<file path="config.mk">
export PLATFORM = sky130hd
export DESIGN_NAME = rr_arbiter8_flat
export DESIGN_NICKNAME = d
export VERILOG_FILES = /design/src/rtl/rr_arbiter8_pkg.sv /design/src/rtl/rr_arbiter8_if.sv /design/src/rtl/rr_arbiter8_pick.sv /design/src/rtl/rr_arbiter8.sv /design/src/flat_wrapper.sv
export SDC_FILE = /design/constraint.sdc
export NUM_CORES = 1
export LEC_CHECK = 0
export CAP_MARGIN = 20
export CORE_ASPECT_RATIO = 0.8
export CORE_MARGIN = 1.5
export CORE_UTILIZATION = 35
export CTS_BUF_LIST = sky130_fd_sc_hd__clkbuf_8
export CTS_CLUSTER_SIZE = 8
export DETAILED_ROUTE_END_ITERATION = 8
export SETUP_SLACK_MARGIN = 0.5
export SLEW_MARGIN = 20
export SYNTH_ARGS = -nofsm -noshare
export SYNTH_HDL_FRONTEND = slang
export SYNTH_SLANG_ARGS = --single-unit
</file>
<file path="constraint.sdc">
create_clock -name clk -period 2.6 [get_ports clk]
set_clock_uncertainty 0.15 [all_clocks]
set_input_delay 0.52 -clock clk [delete_from_list [all_inputs] [get_ports clk]]
set_output_delay 0.52 -clock clk [all_outputs]
set_load 0.05 [all_outputs]
</file>
<file path="src/rtl/rr_arbiter8_pkg.sv">
// rtl/rr_arbiter8_pkg.sv - shared types, sizes and one-hot encoder for the 8-way arbiter
package arb8_pkg;

   localparam int NUM_REQ = 8;
   localparam int IDX_W   = 3;

   typedef enum logic {
      ARB_IDLE = 1'b0,
      ARB_BUSY = 1'b1
   } arb_state_e;

   // OR-reduction encoder; exact for one-hot input, returns 0 for all-zero input.
   function automatic logic [IDX_W-1:0] onehot8_to_idx(input logic [NUM_REQ-1:0] oh);
      logic [IDX_W-1:0] idx;
      idx = '0;
      for (int i = 0; i < NUM_REQ; i++) begin
         if (oh[i]) begin
            idx = idx | IDX_W'(i);
         end
      end
      return idx;
   endfunction

endpackage

</file>
<file path="src/rtl/rr_arbiter8_if.sv">
// rtl/rr_arbiter8_if.sv - request/grant bundle between requesters (master) and arbiter (slave)
interface rr_arbiter8_if;
   import arb8_pkg::*;

   logic [NUM_REQ-1:0] req_i;
   logic               release_i;
   logic [NUM_REQ-1:0] grant_o;
   logic [IDX_W-1:0]   grant_idx_o;
   logic               grant_valid_o;
   logic               timeout_o;

   modport master (
      output req_i,
      output release_i,
      input  grant_o,
      input  grant_idx_o,
      input  grant_valid_o,
      input  timeout_o
   );

   modport slave (
      input  req_i,
      input  release_i,
      output grant_o,
      output grant_idx_o,
      output grant_valid_o,
      output timeout_o
   );

endinterface

</file>
<file path="src/rtl/rr_arbiter8_pick.sv">
// rtl/rr_arbiter8_pick.sv - combinational rotate-priority picker; ptr_i names the top-priority requester
module rr_pick8
   import arb8_pkg::*;
(
   input  logic [NUM_REQ-1:0] req_i,
   input  logic [IDX_W-1:0]   ptr_i,
   output logic [NUM_REQ-1:0] win_onehot_o,
   output logic [IDX_W-1:0]   win_idx_o
);

   logic [2*NUM_REQ-1:0] req_dbl;
   logic [2*NUM_REQ-1:0] req_shr;
   logic [NUM_REQ-1:0]   req_rot;
   logic [NUM_REQ-1:0]   win_rot;
   logic [2*NUM_REQ-1:0] win_dbl;

   // Rotate so bit 0 is requester ptr, isolate lowest set bit, rotate back.
   always_comb begin
      req_dbl      = {req_i, req_i};
      req_shr      = req_dbl >> ptr_i;
      req_rot      = req_shr[NUM_REQ-1:0];
      win_rot      = req_rot & (~req_rot + {{(NUM_REQ-1){1'b0}}, 1'b1});
      win_dbl      = {win_rot, win_rot} << ptr_i;
      win_onehot_o = win_dbl[2*NUM_REQ-1:NUM_REQ];
      win_idx_o    = onehot8_to_idx(win_onehot_o);
   end

endmodule

</file>
<file path="src/rtl/rr_arbiter8.sv">
// rtl/rr_arbiter8.sv - round-robin arbiter for 8 requesters with registered one-hot grant and index
// Define ARB8_TIMEOUT_EN to build the watchdog that revokes a grant after TIMEOUT_CYCLES busy cycles.
module rr_arbiter8
   import arb8_pkg::*;
#(
   parameter int TIMEOUT_CYCLES = 16
)
(
   input  logic         clk,
   input  logic         rst_n,
   rr_arbiter8_if.slave bus
);

   arb_state_e         state_q, state_d;
   logic [NUM_REQ-1:0] grant_q, grant_d;
   logic [IDX_W-1:0]   idx_q, idx_d;
   logic [IDX_W-1:0]   ptr_q, ptr_d;
   logic               timeout_q, timeout_d;

   logic [NUM_REQ-1:0] win_onehot;
   logic [IDX_W-1:0]   win_idx;
   logic               expire;

   rr_pick8 u_pick (
      .req_i        (bus.req_i),
      .ptr_i        (ptr_q),
      .win_onehot_o (win_onehot),
      .win_idx_o    (win_idx)
   );

`ifdef ARB8_TIMEOUT_EN
   localparam int CNT_W = $clog2(TIMEOUT_CYCLES + 1);

   logic [CNT_W-1:0] cnt_q, cnt_d;

   // Counter is zero throughout IDLE, so the first BUSY cycle always sees 0.
   always_comb begin
      cnt_d = '0;
      if (state_q == ARB_BUSY) begin
         cnt_d = cnt_q + {{(CNT_W-1){1'b0}}, 1'b1};
      end
   end

   always_ff @(posedge clk or negedge rst_n) begin
      if (!rst_n) begin
         cnt_q <= '0;
      end else begin
         cnt_q <= cnt_d;
      end
   end

   // A simultaneous release wins, so the revoke is not flagged as a timeout.
   assign expire = (state_q == ARB_BUSY) && !bus.release_i &&
                   (cnt_q == CNT_W'(TIMEOUT_CYCLES - 1));
`else
   // Watchdog not built: a grant is held until released.
   assign expire = 1'b0 && (TIMEOUT_CYCLES >= 1);
`endif

   always_ff @(posedge clk or negedge rst_n) begin
      if (!rst_n) begin
         state_q   <= ARB_IDLE;
         grant_q   <= '0;
         idx_q     <= '0;
         ptr_q     <= '0;
         timeout_q <= 1'b0;
      end else begin
         state_q   <= state_d;
         grant_q   <= grant_d;
         idx_q     <= idx_d;
         ptr_q     <= ptr_d;
         timeout_q <= timeout_d;
      end
   end

   always_comb begin
      state_d = state_q;
      case (state_q)
         ARB_IDLE: begin
            if (|bus.req_i) begin
               state_d = ARB_BUSY;
            end
         end
         ARB_BUSY: begin
            if (bus.release_i || expire) begin
               state_d = ARB_IDLE;
            end
         end
         default: state_d = ARB_IDLE;
      endcase
   end

   // Index holds through IDLE; only the grant vector and pointer move on release.
   always_comb begin
      grant_d   = grant_q;
      idx_d     = idx_q;
      ptr_d     = ptr_q;
      timeout_d = 1'b0;
      case (state_q)
         ARB_IDLE: begin
            if (|bus.req_i) begin
               grant_d = win_onehot;
               idx_d   = win_idx;
            end
         end
         ARB_BUSY: begin
            if (bus.release_i || expire) begin
               grant_d   = '0;
               ptr_d     = idx_q + 3'd1;
               timeout_d = expire;
            end
         end
         default: begin
            grant_d = '0;
         end
      endcase
   end

   assign bus.grant_o       = grant_q;
   assign bus.grant_idx_o   = idx_q;
   assign bus.grant_valid_o = (state_q == ARB_BUSY);
   assign bus.timeout_o     = timeout_q;

endmodule
</file>
<file path="src/flat_wrapper.sv">
// flat-port wrapper written by rule: the top's interface ports become plain ports
module rr_arbiter8_flat import arb8_pkg::*;
#(
   parameter int TIMEOUT_CYCLES = 16
)
  (clk, rst_n, bus_req_i, bus_release_i, bus_grant_o, bus_grant_idx_o, bus_grant_valid_o, bus_timeout_o);
  rr_arbiter8_if bus_i ();
  input  logic clk;
  input  logic rst_n;
  input wire logic [$bits(bus_i.req_i)-1:0] bus_req_i;
  input wire logic [$bits(bus_i.release_i)-1:0] bus_release_i;
  output wire logic [$bits(bus_i.grant_o)-1:0] bus_grant_o;
  output wire logic [$bits(bus_i.grant_idx_o)-1:0] bus_grant_idx_o;
  output wire logic [$bits(bus_i.grant_valid_o)-1:0] bus_grant_valid_o;
  output wire logic [$bits(bus_i.timeout_o)-1:0] bus_timeout_o;
  assign bus_i.req_i = bus_req_i;
  assign bus_i.release_i = bus_release_i;
  assign bus_grant_o = bus_i.grant_o;
  assign bus_grant_idx_o = bus_i.grant_idx_o;
  assign bus_grant_valid_o = bus_i.grant_valid_o;
  assign bus_timeout_o = bus_i.timeout_o;
  rr_arbiter8 #(.TIMEOUT_CYCLES(TIMEOUT_CYCLES)) u_core (.clk(clk), .rst_n(rst_n), .bus(bus_i));
endmodule
</file>
==> results of run 1 <==
per-layer routing:
metal	track usage (%)	share of wire, %	up-vias	wire length [microns]
li1	-	-	669	-
met1	30.7	45	675	1940
met2	38.0	47	52	2030
met3	4.42	6.4	12	277
met4	5.49	2.0	0	87
met5	0	0	-	0
worst max-delay path by stage:
stage	startpoint	endpoint	slack [ns]	cells after the start
finish	bus_req_i[5]	u_core.bus.grant_idx_o[2]$_DFFE_PN0P_	0.21	7
global route	u_core.ptr_q[2]$_DFFE_PN0P_	u_core.bus.grant_idx_o[2]$_DFFE_PN0P_	0.15	9
CTS	u_core.ptr_q[2]$_DFFE_PN0P_	u_core.bus.grant_idx_o[2]$_DFFE_PN0P_	0.22	6
detailed placement	bus_req_i[5]	u_core.bus.grant_idx_o[2]$_DFFE_PN0P_	-0.25	7
global placement	bus_req_i[0]	u_core.bus.grant_idx_o[2]$_DFFE_PN0P_	-0.25	8
floorplan	u_core.ptr_q[2]$_DFFE_PN0P_	u_core.bus.grant_idx_o[2]$_DFFE_PN0P_	0.44	6
registers in the layout, indices dropped and copies added, names as in the netlist:
name                      flops
u_core.bus.grant_idx_o        3
u_core.bus.grant_o            8
u_core.bus.grant_valid_o      1
u_core.ptr_q                  3
cell usage after synthesis (2+ instances only):
master    count  area, sq um
dfrtp_1      15          375
nand2_1      15         56.3
o21ai_0      10         50.1
nor2_1        8         30.0
a21oi_1       6         30.0
clkbuf_1      6         22.5
nand3_1       6         30.0
a31oi_1       5         31.3
mux2_2        5         56.3
nand2b_1      5         31.3
nor2b_1       4         25.0
and3_1        3         18.8
inv_1         3         11.3
nor4b_1       3         26.3
a211oi_1      2         15.0
a221o_1       2         20.0
a31o_2        2         17.5
mux2_4        2         30.0
mux4_2        2         45.0
nand4_1       2         12.5
nor3b_1       2         15.0
o21ai_1       2         10.0
stage by stage:
step	utilization, %	hold slack, ns	cell area (sq um)	setup WS, ns
finish	58.8	0.350	2030	0.213
global route	58.8	0.384	2030	0.149
CTS	57.7	0.353	1990	0.224
detailed placement	50.2	0.340	1730	-0.252
global placement	50.2	0.337	1730	-0.248
floorplan	-	0.0744	1270	0.445
area by class of cell:
cell class | instances | area [sq um] | area share, %
multi-input combinational | 116 | 963 | 47.5
timing repair buffer | 66 | 578 | 28.5
sequential | 15 | 377 | 18.6
clock buffer | 3 | 41.3 | 2.04
clock inverter | 1 | 3.75 | 0.185
tap | 42 | 52.6 | 2.59
inverter | 3 | 11.3 | 0.556
critical path, cell delays in order:
cell	delay, ns
clkdlybuf4s15_1	0.22
mux4_2	0.53
a221oi_4	0.25
and2_4	0.22
a41oi_4	0.13
o31a_1	0.34
a31oi_1	0.19
what timing repair did:
item	4_1_cts	5_1_grt
setup endpoints to repair	15	15
gates resized for setup	51	8
pin swaps	20	5
buffers inserted	12	1
kinds of logic after synthesis:
| group | Yosys count |
|---|---|
| AOI/OAI and AO/OA | 46 |
| muxes | 10 |
| adders and majority gates | 1 |
| other | 1 |
| DFF | 15 |
| buffers and inverters | 12 |
| xor gates and xnor gates | 1 |
| and+or+nand+nor | 57 |
power breakdown:
group | internal (mW) | switching (mW)
Combinational | 0.724 | 0.917
Sequential | 0.318 | 0.0871
Clock | 0.105 | 0.0786
==> summary.md, run 1 <==
| Metric | Value |
|---|---|
| CP Data Arrival Time | `2.40 ns` |
| Overall Power | `2.23 mW` |
| Seq/Total Area, Yosys | `between 20% and 30%` |
| Startpoint Class | `input pin` |
| Starting Density | `about 37%` |
| XOR/XNOR Fraction of Synth Area | `less than 1%` |
| Routed Antenna Nets | `0` |
| Tcrit/Tclk final | `between 90% and 100%` |
| First-pass GRT wire length | `~7.1 mm` |
| Core ar. | `around 3400 sq um` |
| CTS Buf Count | `3` |
| Number of synthesis warnings | `0` |
| Worst min-delay path class | `reg2reg` |
| Worst endpoint required time | `about 2.6 ns` |
| Adder-Cell Fraction of Synth Area | `0.983%` |
| GPL Wtd Cong | `roughly 0.96` |
| Leading cell type in the layout, fill and taps excluded | `buf_4` |
| TNS Setup | `0 ns` |
| Fill count | `~300` |
| Worst-margin pin slew | `roughly 0.68 ns` |
| Die width | `between 70 and 80 microns` |
| CP Capture Type | `flop` |
| CTS tree | `yes` |
| Largest net degree at the start of global routing | `20` |
| Mux cell area share after synthesis | `between 10 and 15%` |
| Nets | `217` |
| Slew headroom | `a little over half` |
| Hold path startpoint | `u_core.bus.grant_o[5]$_DFFE_PN0P_` |
| Mapped Nets | `about 160` |
| Die ar. | `around 4000 sq um` |
| Post-synthesis simple-gate area fraction | `about a quarter` |
| Main combinational cell family by area after synthesis | `compound AO/OA/AOI/OAI gates` |
| Power Density | `1100 nW/um^2` |
| Die height | `between 50 and 60 microns` |
| Antenna violations before repair | `0` |
| #FFs+latches synth | `15` |
| Worst setup path category | `in2reg` |
| Total number of vias | `1,408` |
| Clock tree buffer depth | `2` |
| Slew Viols, Final | `0` |
| Fin crit period | `2.39 ns` |
| P_leak | `0.953 nW` |
| Synth Area in Compound Gates | `between 20% and 30%` |
| Synthesized instance count | `~140` |
| Vias in the first global route | `1,435` |
| R2R Setup Slk | `~0.23 ns` |
| Maximum vdd drop | `0.494 mV` |
| Distinct cells, synth | `55` |
| Worst hold path depth | `2` |
| Total gr overflow | `0` |
| Routed len/inst | `approximately 18 microns` |
| Commonest non-fill, non-tap cells in the layout | `buf_4 (37), dfrtp_1 (14), nand2_1 (13)` |
| RSZ-0062 raised after global routing | `yes` |
| FP Rows | `19` |
| H-tree Lvls | `1` |
| Antenna Cells | `0` |
| Dpl cells | `229` |
| Clk slew on worst S/H paths | `about 0.060 ns` |
| Setup-failing EPs final | `0` |
| Final hold viol count | `0` |
| Max Freq | `approximately 0.42 GHz` |
| Final std cells w/o fill | `approximately 250` |
| DR pass1 iterations | `4` |
| Post-synth EDFFs | `0` |
| DRC violations left | `0` |
| Crit Path Max Fanout | `4` |
| Hold EP | `u_core.bus.grant_o[5]$_DFFE_PN0P_` |
| Clk sink count | `15` |
| CTS root buffer | `clkbuf_8` |
| Async set-reset flop share out of synthesis | `100%` |
| Post-DR vias/cell | `roughly 5.7` |
| Worst Reg-to-Reg Cells | `6` |
| Hold_buf cts | `0` |
| Reg2reg start | `u_core.ptr_q[2]$_DFFE_PN0P_` |
| DR iter-0 viols | `~110` |
| All-Layer GR Usage | `between 20% and 30%` |
| Clk_lat worst skew | `0.25 ns` |
| Num ports | `24` |
| Layout cells sized above 1 | `40.7%` |
| Syn avg cell area | `8.90 sq um` |
| Drt total wl | `approximately 4.3 mm` |
| Status | `completed` |
| # Max-Cap Violations | `0` |
| Synthesized area | `between 1000 and 1500 sq um` |
| R2R Path End | `u_core.bus.grant_idx_o[2]$_DFFE_PN0P_` |
| Hpwl dp | `about 2.9 mm` |
| Top_reg_cell synth | `dfrtp_1` |
| Port Buffer Count | `22` |
| Layout area overhead | `59.3%` |
No activity file was read; power rests on OpenSTA's default activity.
==> run 2: changes to the inputs <==
--- a/config.mk
+++ b/config.mk
@@ -8,10 +8,12 @@
 export CAP_MARGIN = 20
 export CORE_ASPECT_RATIO = 0.8
 export CORE_MARGIN = 1.5
-export CORE_UTILIZATION = 35
+export CORE_UTILIZATION = 58
 export CTS_BUF_LIST = sky130_fd_sc_hd__clkbuf_8
 export CTS_CLUSTER_SIZE = 8
 export DETAILED_ROUTE_END_ITERATION = 8
+export MAX_ROUTING_LAYER = met4
+export PLACE_DENSITY = 0.88
 export SETUP_SLACK_MARGIN = 0.5
 export SLEW_MARGIN = 20
 export SYNTH_ARGS = -nofsm -noshare
==> constraint.sdc (replaced) <==
create_clock -name clk -period 2.9 [get_ports clk]
set_clock_uncertainty 0.15 [all_clocks]
set_input_delay 0.58 -clock clk [delete_from_list [all_inputs] [get_ports clk]]
set_output_delay 0.58 -clock clk [all_outputs]
set_load 0.05 [all_outputs]
==> summary.md, run 2 (same netlist as run 1, synthesis figures left out) <==
| Metric | Value |
|---|---|
| Routed len/inst | `20.9 microns (+18%)` |
| Worst endpoint required time | `2.93 ns (+0.32 ns)` |
| DRC violations left | `0 (unchanged)` |
| P_leak | `0.766 nW (-20%)` |
| Status | `completed` |
| Routed Antenna Nets | `0 (unchanged)` |
| Post-DR vias/cell | `7.02 (+23%)` |
| Maximum vdd drop | `0.726 mV (+47%)` |
| Hold_buf cts | `0 (unchanged)` |
| Hpwl dp | `2.89 mm (-0.54%)` |
| Starting Density | `64.3% (+27 points)` |
| Clock tree buffer depth | `2 (unchanged)` |
| Die ar. | `2490 sq um (-38%)` |
| # Max-Cap Violations | `0 (unchanged)` |
| Antenna Cells | `0 (unchanged)` |
| Leading cell type in the layout, fill and taps excluded | `buf_4` |
| Setup-failing EPs final | `0 (unchanged)` |
| Nets | `196 (-9.7%)` |
| DR iter-0 viols | `127 (+11%)` |
| Drt total wl | `4.32 mm (-0.42%)` |
| H-tree Lvls | `1 (unchanged)` |
| DR pass1 iterations | `5 (+1)` |
| Slew headroom | `54.8% (+0.19 points)` |
| Final hold viol count | `0 (unchanged)` |
| Largest net degree at the start of global routing | `18 (-10%)` |
| Num ports | `24 (unchanged)` |
| Fin crit period | `2.43 ns` |
| Port Buffer Count | `22 (unchanged)` |
| Crit Path Max Fanout | `3 (-1)` |
| First-pass GRT wire length | `6.62 mm (-7.1%)` |
| Clk sink count | `15 (unchanged)` |
| Commonest non-fill, non-tap cells in the layout | `buf_4 (18), nand2_1 (15), clkdlybuf4s50_1 (14)` |
| Clk slew on worst S/H paths | `0.06 ns (about the same)` |
| Max FFs per register | `8 (unchanged)` |
| Antenna violations before repair | `0 (unchanged)` |
| Layout area overhead | `39.5%` |
| CTS root buffer | `clkbuf_8` |
| Core ar. | `1980 sq um (-43%)` |
| Die width | `55.4 microns (-21%)` |
| Power Density | `1040 nW/um^2 (-5.1%)` |
| CP Capture Type | `flop` |
| Slew Viols, Final | `0 (unchanged)` |
| Worst-margin pin slew | `0.675 ns (-0.00283 ns)` |
| RSZ-0062 raised after global routing | `yes` |
| Clk_lat worst skew | `0.25 ns (about the same)` |
| All-Layer GR Usage | `36.2% (+13 points)` |
| Pre-CTS setup slack | `-0.0452 ns (+0.207 ns)` |
| Die height | `44.9 microns (-21%)` |
| Vias in the first global route | `1,348 (-6.1%)` |
| Total number of vias | `1,453 (+3.2%)` |
| CTS tree | `yes` |
| Finished Core Util | `89.7% (+31 points)` |
| Max Freq | `between 0.4 and 0.5 GHz` |
| FP Rows | `14 (-5)` |
| Total gr overflow | `0 (unchanged)` |
| Layout cells sized above 1 | `34.4% (-6.3 points)` |
| Startpoint Class | `input pin` |
| CP Data Arrival Time | `2.45 ns (+0.05 ns)` |
| CTS Buf Count | `3 (unchanged)` |
| Worst min-delay path class | `reg2reg` |
| GPL Wtd Cong | `0.993 (+3.6%)` |
| Worst setup path category | `in2reg` |
| Final WS setup | `0.471 ns (+0.258 ns)` |
| Tcrit/Tclk final | `roughly 84%` |
run 2: path summary, 6_finish.rpt:
path / from / depth (start not counted) / slack (ns) / endpoint
setup / recovery: bus_req_i[7] / 9 / 0.47 / u_core.bus.grant_o[3]$_DFFE_PN0P_
hold / removal: u_core.bus.grant_o[6]$_DFFE_PN0P_ / 2 / 0.38 / u_core.bus.grant_o[6]$_DFFE_PN0P_
setup reg to reg: u_core.ptr_q[2]$_DFFE_PN0P_ / 9 / 0.48 / u_core.bus.grant_o[3]$_DFFE_PN0P_
hold reg to reg: u_core.bus.grant_o[6]$_DFFE_PN0P_ / 2 / 0.38 / u_core.bus.grant_o[6]$_DFFE_PN0P_
max in group asynchronous: rst_n / 1 / 1.54 / u_core.ptr_q[1]$_DFFE_PN0P_
min in group asynchronous: rst_n / 1 / 0.59 / u_core.ptr_q[0]$_DFFE_PN0P_
run 2: worst max-delay path: stages:
cell and delay, ns:
clkdlybuf4s15_1 0.23, mux4_2 0.52, a221oi_4 0.29, buf_6 0.16, o211a_4 0.17, buf_4 0.12
a221o_1 0.16, o21ai_1 0.08, a21oi_1 0.14
run 2: metal layers:
layer  track usage (%)  vias up  part of all wire [%]
li1                  -      622                     -
met4              11.2        0                   4.3
met5                 -        -                     0
met2              54.5      124                    44
met3              10.9       28                    12
met1              47.6      679                    39
run 2: final cells by class:
type / count / area [sq um]
Multi-Input combinational cell: 116 / 911
Timing Repair Buffer: 45 / 400
Tap cell: 24 / 30.0
Fill cell: 90 / 204
Clock buffer: 3 / 41.3
Inverter: 3 / 11.3
Clock inverter: 1 / 3.75
Sequential cell: 15 / 378
run 2: per-stage QoR:
stage | std cells | cell area, sq um | hold slack (ns) | total power, mW | TNS, ns
detailed placement | 193 | 1570 | 0.364 | 1.45 | -0.0452
global placement | 193 | 1570 | 0.335 | 1.41 | 0
global route | 207 | 1780 | 0.411 | 1.93 | 0
finish | 207 | 1780 | 0.376 | 1.85 | 0
CTS | 204 | 1680 | 0.377 | 1.69 | 0
floorplan | 143 | 1270 | 0.134 | 1.13 | 0
run 2: timing repair:
item	in CTS	in global routing
buffers inserted	7	3
endpoints found under the setup margin	11	11
resized for setup	16	27
pin swaps	6	12
run 2: power breakdown:
part | switching [mW] | internal [mW]
registers | 0.105 | 0.286
logic | 0.753 | 0.540
clock network | 0.0746 | 0.0939
==> run 3: changes to the inputs <==
--- a/config.mk
+++ b/config.mk
@@ -8,12 +8,12 @@
 export CAP_MARGIN = 20
 export CORE_ASPECT_RATIO = 0.8
 export CORE_MARGIN = 1.5
-export CORE_UTILIZATION = 58
+export CORE_UTILIZATION = 48
 export CTS_BUF_LIST = sky130_fd_sc_hd__clkbuf_8
 export CTS_CLUSTER_SIZE = 8
 export DETAILED_ROUTE_END_ITERATION = 8
 export MAX_ROUTING_LAYER = met4
-export PLACE_DENSITY = 0.88
+export PLACE_DENSITY = 0.77
 export SETUP_SLACK_MARGIN = 0.5
 export SLEW_MARGIN = 20
 export SYNTH_ARGS = -nofsm -noshare
==> constraint.sdc (replaced) <==
create_clock -name clk -period 2.1 [get_ports clk]
set_clock_uncertainty 0.15 [all_clocks]
set_input_delay 0.42 -clock clk [delete_from_list [all_inputs] [get_ports clk]]
set_output_delay 0.42 -clock clk [all_outputs]
set_load 0.05 [all_outputs]
==> summary.md, run 3 (same netlist as run 1, synthesis figures left out) <==
| Metric | Value |
|---|---|
| Routed len/inst | `17.8 microns (-15%)` |
| CTS root buffer | `clkbuf_8` |
| Worst min-delay path class | `in2async` |
| Total gr overflow | `0 (unchanged)` |
| CP Data Arrival Time | `2.34 ns (-0.11 ns)` |
| Worst Reg-to-Reg Cells | `5 (-4)` |
| Max FFs per register | `8 (unchanged)` |
| Worst setup path category | `reg2reg` |
| Routed Antenna Nets | `0 (unchanged)` |
| Failing checks | `negative setup slack` |
| Final hold viol count | `0 (unchanged)` |
| Area of the multi-input gates | `930 sq um (+2.1%)` |
| P_leak | `0.861 nW (+12%)` |
| CTS Buf Count | `3 (unchanged)` |
| Layout area overhead | `52.6%` |
| Tcrit/Tclk final | `113%` |
| Power Density | `1350 nW/um^2 (+30%)` |
| Antenna violations before repair | `0 (unchanged)` |
| Port Buffer Count | `22 (unchanged)` |
| Die ar. | `2970 sq um (+20%)` |
| Starting Density | `51.3% (-13 points)` |
| Status | `finished, violations left` |
| Die height | `49.1 microns (+9.3%)` |
| First-pass GRT wire length | `6.76 mm (+2.1%)` |
| Total number of vias | `1,411 (-2.9%)` |
| Die width | `60.6 microns (+9.4%)` |
| Nets | `214 (+9.2%)` |
| Clk sink count | `15 (unchanged)` |
| RSZ-0062 raised after global routing | `yes` |
| Largest net degree at the start of global routing | `16 (-2)` |
| Vias in the first global route | `1,334 (-1.0%)` |
| FF/Latch Area | `378 sq um (unchanged)` |
| Worst endpoint required time | `2.08 ns (-0.85 ns)` |
| Maximum vdd drop | `0.717 mV (-1.2%)` |
| DR pass1 iterations | `4 (-1)` |
| Max Freq | `between 0.4 and 0.5 GHz` |
| Drt total wl | `4.22 mm (-2.2%)` |
| Layout cells sized above 1 | `46.3% (+12 points)` |
| Commonest non-fill, non-tap cells in the layout | `buf_4 (41), nand2_1 (15), dfrtp_1 (13)` |
| CP Capture Type | `flop` |
| Leading cell type in the layout, fill and taps excluded | `buf_4` |
| Hold_ws | `0.329 ns (-0.0471 ns)` |
| R2R Path End | `u_core.bus.grant_idx_o[2]$_DFFE_PN0P_` |
| Startpoint Class | `flop` |
| Hpwl dp | `3.15 mm (+9.0%)` |
| TNS Setup | `-2.01 ns (-2.01 ns)` |
| Clk_lat worst skew | `0.25 ns (about the same)` |
| DRC violations left | `0 (unchanged)` |
| DR iter-0 viols | `122 (-3.9%)` |
| All-Layer GR Usage | `31.5% (-4.6 points)` |
| Crit Path Max Fanout | `8 (+5)` |
| Core ar. | `2480 sq um (+25%)` |
| FP Rows | `16 (+2)` |
| # Max-Cap Violations | `0 (unchanged)` |
| Fin crit period | `around 2.4 ns` |
| Final WS setup | `-0.267 ns (-0.737 ns)` |
| CTS tree | `yes` |
| H-tree Lvls | `1 (unchanged)` |
| Fill count | `175 (+94%)` |
| Antenna Cells | `0 (unchanged)` |
| GPL Wtd Cong | `0.907 (-8.6%)` |
| Num ports | `24 (unchanged)` |
| Post-DR vias/cell | `5.95 (-15%)` |
| R2R Setup Slk | `-0.27 ns (-0.75 ns)` |
| Setup-failing EPs final | `11 (+11)` |
| Clk slew on worst S/H paths | `0.06 ns (about the same)` |
| Reg2reg start | `u_core.ptr_q[2]$_DFFE_PN0P_` |
| Slew Viols, Final | `0 (unchanged)` |
| Clock tree buffer depth | `2 (unchanged)` |
-- run 3: cell count changes in the layout (fill, tap and decap cells not counted), sizes merged --
cell | previous run | this run
buf | 23 | 45
clkdlybuf4s50 | 14 | 2
dlygate4sd2 | 1 | 8
clkdlybuf4s15 | 5 | 8
clkbuf | 5 | 3
-- run 3: worst max path at each step --
stage                                startpoint  cells after the start  slack (ns)                               endpoint
global placement                   bus_req_i[0]                      7       -0.61  u_core.bus.grant_idx_o[2]$_DFFE_PN0P_
finish              u_core.ptr_q[2]$_DFFE_PN0P_                      5       -0.27  u_core.bus.grant_idx_o[2]$_DFFE_PN0P_
global route        u_core.ptr_q[2]$_DFFE_PN0P_                      6       -0.31  u_core.bus.grant_idx_o[2]$_DFFE_PN0P_
floorplan           u_core.ptr_q[2]$_DFFE_PN0P_                      6       -0.02  u_core.bus.grant_idx_o[2]$_DFFE_PN0P_
detailed placement                 bus_req_i[0]                      7       -0.61  u_core.bus.grant_idx_o[2]$_DFFE_PN0P_
CTS                 u_core.ptr_q[2]$_DFFE_PN0P_                      8       -0.19  u_core.bus.grant_idx_o[2]$_DFFE_PN0P_
-- run 3: report_power, final --
part	internal [mW]	switching (mW)
Sequential	0.395	0.127
Combinational	0.806	1.06
Clock	0.130	0.101
-- run 3: final cells by class --
class / count / area share (%)
multi-input cells: 116 / 47.9
repair buffers: 63 / 27.4
flip-flops and latches: 15 / 19.5
well taps: 36 / 2.32
clock buffers: 3 / 2.13
inverters: 3 / 0.580
clock inverters: 1 / 0.193
-- run 3: repair_timing --
| item | in CTS | in global routing |
|---|---|---|
| cloned | 0 | 0 |
| gates resized for setup | 48 | 7 |
| setup buffers | 4 | 0 |
| hold buffers | 0 | 0 |
| endpoints found under the setup margin | 20 | 11 |
| pin swaps | 7 | 5 |
-- run 3: critical path: stages, from the launching register on --
cell	delay, ns
dfrtp_2	0.48
mux4_2	0.64
o211a_4	0.20
a221o_1	0.38
a311oi_2	0.27
a31oi_1	0.11
-- run 3: metrics by stage --
step	setup slack [ns]	power, mW	cell area (sq um)	util (%)	instances
after floorplan	-0.0224	1.59	1300	-	143
after global placement	-0.608	2.15	1780	71.8	229
after detailed placement	-0.612	2.18	1780	71.8	229
after CTS	-0.192	2.52	1910	76.9	237
after global routing	-0.313	2.74	1940	78.2	237
final	-0.267	2.62	1940	78.2	237
-- run 3: per-layer routing --
metal  wire [microns]  global-route usage, %
met5                0                      -
met4               33                   3.62
met3              337                   8.49
met2             1980                   45.9
met1             1870                   45.6
